File: config.mk
export PLATFORM = sky130hd
export DESIGN_NAME = zld_b
export DESIGN_NICKNAME = d
export VERILOG_FILES = /design/src/rtl/zle_pkg.sv /design/src/rtl/zld_b.sv
export SDC_FILE = /design/constraint.sdc
export NUM_CORES = 1
export LEC_CHECK = 0
export CAP_MARGIN = 20
export CORE_MARGIN = 4
export CORE_UTILIZATION = 52
export DETAILED_ROUTE_END_ITERATION = 8
export PLACE_DENSITY = 0.82
export SETUP_SLACK_MARGIN = 0.05
export SLEW_MARGIN = 40
export SYNTH_ARGS = -nofsm -noshare
export SYNTH_HDL_FRONTEND = slang
export SYNTH_SLANG_ARGS = --single-unit
File: constraint.sdc
create_clock -name clock -period 3.14 [get_ports clock]
set_clock_uncertainty 0.05 [all_clocks]
set_input_delay 0.471 -clock clock [delete_from_list [all_inputs] [get_ports clock]]
set_output_delay 0.471 -clock clock [all_outputs]
set_load 0.03 [all_outputs]
File: src/rtl/zle_pkg.sv
// Shared definitions for the zero run-length encoder/decoder pair:
// token geometry and FSM state encodings.
package zle_pkg;

  localparam int ZLE_WI = 8;
  localparam int ZLE_WO = ZLE_WI - 1;
  localparam int ZLE_WC = 8;

  typedef enum logic {
    IDLE = 1'b0,
    RUN  = 1'b1
  } zle_state_e;

  // The MSB of a token selects literal (0) versus zero run (1).
  function automatic int zle_flag_pos(input int wi);
    return wi - 1;
  endfunction

endpackage

File: src/rtl/zld_b.sv
// Zero run-length decoder: literal tokens pass through, run tokens expand
// into N = payload+1 zero words, one output word per cycle.
module zld_b
  import zle_pkg::*;
#(
  parameter int Wi = ZLE_WI,
  parameter int Wo = ZLE_WO,
  parameter int Wc = ZLE_WC
) (
  input  logic          clock,
  input  logic          reset,
  input  logic [Wi-1:0] i_d,
  input  logic          i_v,
  output logic          i_b,
  output logic [Wo-1:0] o_d,
  output logic          o_v,
  input  logic          o_b
);

  localparam int FlagBit = zle_flag_pos(Wi);

  zle_state_e    state_q, state_d;
  logic [Wc-1:0] cnt_q, cnt_d;
  logic [Wo-1:0] o_d_q, o_d_d;
  logic          o_v_q, o_v_d;
  logic          out_ready;
  logic          in_xfer;

  // Upstream stall depends only on registered state and o_b.
  assign out_ready = !o_v_q || !o_b;
  assign i_b       = (state_q == RUN) || (o_v_q && o_b);
  assign in_xfer   = i_v && !i_b;

  assign o_d = o_d_q;
  assign o_v = o_v_q;

  always_comb begin
    state_d = state_q;
    cnt_d   = cnt_q;
    o_d_d   = o_d_q;
    o_v_d   = o_v_q;
    case (state_q)
      IDLE: begin
        if (out_ready) begin
          if (in_xfer) begin
            o_v_d = 1'b1;
            if (!i_d[FlagBit]) begin
              o_d_d = i_d[Wo-1:0];
            end else begin
              o_d_d = '0;
              cnt_d = Wc'(i_d[Wo-1:0]);
              if (i_d[Wo-1:0] != '0) begin
                state_d = RUN;
              end
            end
          end else begin
            o_v_d = 1'b0;
          end
        end
      end
      RUN: begin
        // cnt holds the zeros still to be loaded after the current one.
        if (out_ready) begin
          o_d_d = '0;
          o_v_d = 1'b1;
          cnt_d = cnt_q - Wc'(1);
          if (cnt_q == Wc'(1)) begin
            state_d = IDLE;
          end
        end
      end
      default: begin
        state_d = IDLE;
      end
    endcase
  end

  always_ff @(posedge clock or posedge reset) begin
    if (reset) begin
      state_q <= IDLE;
      cnt_q   <= '0;
      o_d_q   <= '0;
      o_v_q   <= 1'b0;
    end else begin
      state_q <= state_d;
      cnt_q   <= cnt_d;
      o_d_q   <= o_d_d;
      o_v_q   <= o_v_d;
    end
  end

endmodule

==> results.toml <==
[clocking]
cts_hold_buf = 0
ctsResizeCount = 0
cts_setup_buffers = 0
cts_buffers = 3
htree_num_levels = 1
clk_path_buf_depth = 2
cts_tree = "built"
clock_latency_ns = 0.28
clock_sinks = 17
cts.root.buffer_cell = "clkbuf_4"
clk_pin_slew_ns = 0.10

[synthesis]
yosysSeqAreaShare_pct = 45.7
synthesis.nets = 123
yosysWarningCount = 0
yosys.area.top_type = "dfrtp_1"
synth.cell_area_um2 = 931
syn_area_per_cell_um2 = 8.54
synthTopCellsByArea = "dfrtp_1 46%, nand2_1 7.7%, o21ai_0 5.9%"
async_flop_share_pct = 100
synth_top_area_share_pct = 45.7
synth-main-ff-cell = "dfrtp_1"
synthCells = 109
ys_ff_latch = 17
yosys.cell_types.count = 30
synth_edf_count = 0

[worst_setup_path]
path_max_fanout = 13
start_kind = "input pin"
critPathKind = "in2out"
cp.arrival_ns = 2.04
worst_setup_path_end_kind = "output pin"
critPathRequiredTime_ns = 2.62

[final_layout]
num-fill-cells = 146
final_cell_mix = "20 x clkdlybuf4s50_1, 19 x nand2_1, 17 x dfrtp_1"
final_common_cell = "clkdlybuf4s50_1"
layout-drive-gt1-share_pct = 3.94
n_antenna_cell = 0
syn_to_final_growth_pct = 24.5
nNetsFinal = 142
final_area_um2 = 1160

[power_and_ir_drop]
clockPowerShare_pct = 20.9
peakVddDrop_mv = 0.420
p_int_w = 0.000373
seqPwrFrac_pct = 53.0
cellLeakagePower_nw = 0.464
netSwitchingPower_w = 0.000190
sw_frac_of_total_pct = 33.8
power.density_nw_per_um2 = 486
comb_power_share_pct = 26.1

[outcome]
status = "completed"

[global_routing]
grt_start_max_net_pins = 25
grt_pass1_wl_um = 3580
grt_usage_pct = 18.5
grt_pass1_vias = 798
antenna_found_initial = 0
overflow = 0

[detailed_routing]
wl_per_cell_um = 13.8
drt_iter0_markers = 17
post-route-drc-count = 0
drtAntennaViolNets = 0
vias_per_cell = 5.70
drtPass1Iterations = 4
drt-total-wl_um = 2100
vias = 867

[timing]
hold_slack_ns = 0.444
setup_viol = 0
slew_headroom_pct = 48.7
hold_viol = 0
period_share_pct = 81.4
maxSlewViolCount = 0
worstMarginPinSlew_ns = 0.764
fmax_mhz = 391
finalCriticalPeriod_ns = 2.56
rsz0062_at_grt = "no"
tns_ns = 0

[placement]
placed_area_um2 = 1130
hpwl_um = 1530
gp_congestion = 0.862
port_buffers = 20

[die]
start_util_pct = 54.5
die_area_um2 = 2530
die_height_um = 50.3
row_count = 15
ios = 21
die_w_um = 50.3
core_area_um2 = 1710

[run]
maxCapViolations = 0

[hold_path]
hp-class = "reg2reg"
[final timing paths]
check | depth (start not counted) | slack [ns] | from | end
worst max-delay path | 4 | 0.58 | o_b | i_b
worst min-delay path | 2 | 0.44 | o_d[3]$_DFFE_PP0P_ | o_d[3]$_DFFE_PP0P_
worst max register to register | 2 | 1.33 | state_q$_DFF_PP0_ | o_d[1]$_DFFE_PP0P_
worst min register to register | 2 | 0.44 | o_d[3]$_DFFE_PP0P_ | o_d[3]$_DFFE_PP0P_
max in group asynchronous | 2 | 2.11 | reset | cnt_q[4]$_DFFE_PP0P_
min in group asynchronous | 2 | 0.51 | reset | o_d[6]$_DFFE_PP0P_
[layout make-up]
class / instances / area (µm²) / area share [%]
multi-input combinational: 80 / 453 / 39.1
sequential: 17 / 425 / 36.7
timing repair buffer: 20 / 200 / 17.3
tap: 25 / 31.3 / 2.70
clock buffer: 4 / 26.3 / 2.27
inverter: 6 / 22.5 / 1.94
[layer usage]
layer,track usage [%],share of wire (%),wire length [µm]
met2,29.1,50,1060
met1,23.5,41,866
met3,5.04,7.2,151
met4,8.52,1.2,25
met5,0,0,0
[through the flow]
step / util, % / instances / setup slack, ns / power (W)
2_1_floorplan: - / 109 / 1.55 / 0.000407
3_3_place_gp: 66.3 / 148 / 0.639 / 0.000437
3_5_place_dp: 66.3 / 148 / 0.608 / 0.000447
4_1_cts: 67.8 / 152 / 0.601 / 0.000564
5_1_grt: 67.8 / 152 / 0.510 / 0.000608
6_report: 67.8 / 152 / 0.583 / 0.000563
[power by group through the flow]
stage	Combinational [W]	Sequential, W	Clock, W
after detailed placement	0.000147	0.000300	0
after floorplan	0.000124	0.000282	0
final	0.000147	0.000298	0.000118
after CTS	0.000147	0.000296	0.000121
after global placement	0.000138	0.000299	0
after global routing	0.000167	0.000305	0.000136
[sequential cells by signal, indices dropped and copies added (netlist names)]
name	flops
cnt_q	8
o_d	7
o_v	1
state_q	1
[cell usage after synthesis (all sizes together) (2+ instances only)]
master and count:
and3 2, dfrtp 17, nor2 7, a21oi 6, inv 6, clkbuf 5, a31oi 6, o22a 2
nand3 2, nor2b 2, nor3 3, nand2 19, mux2i 2, nor4 2, o21ai 12, o22ai 2
ha 2
[cell families (layout without fill, tap and decap cells)]
logic type,count (synthesis),count (layout),share of synthesized area (%)
adders and majority gates,2,2,2.69
DFF,17,17,45.7
and+or+nand+nor,44,44,22.6
muxes,2,2,2.15
AOI/OAI and AO/OA,32,32,21.2
buffers and inverters,12,30,5.65
[critical path: stages]
cell	delay, ns
clkdlybuf4s50_1	0.45
nand2_1	0.25
nand2b_1	0.18
clkdlybuf4s50_1	0.68
(Power assumes the default switching activity.)
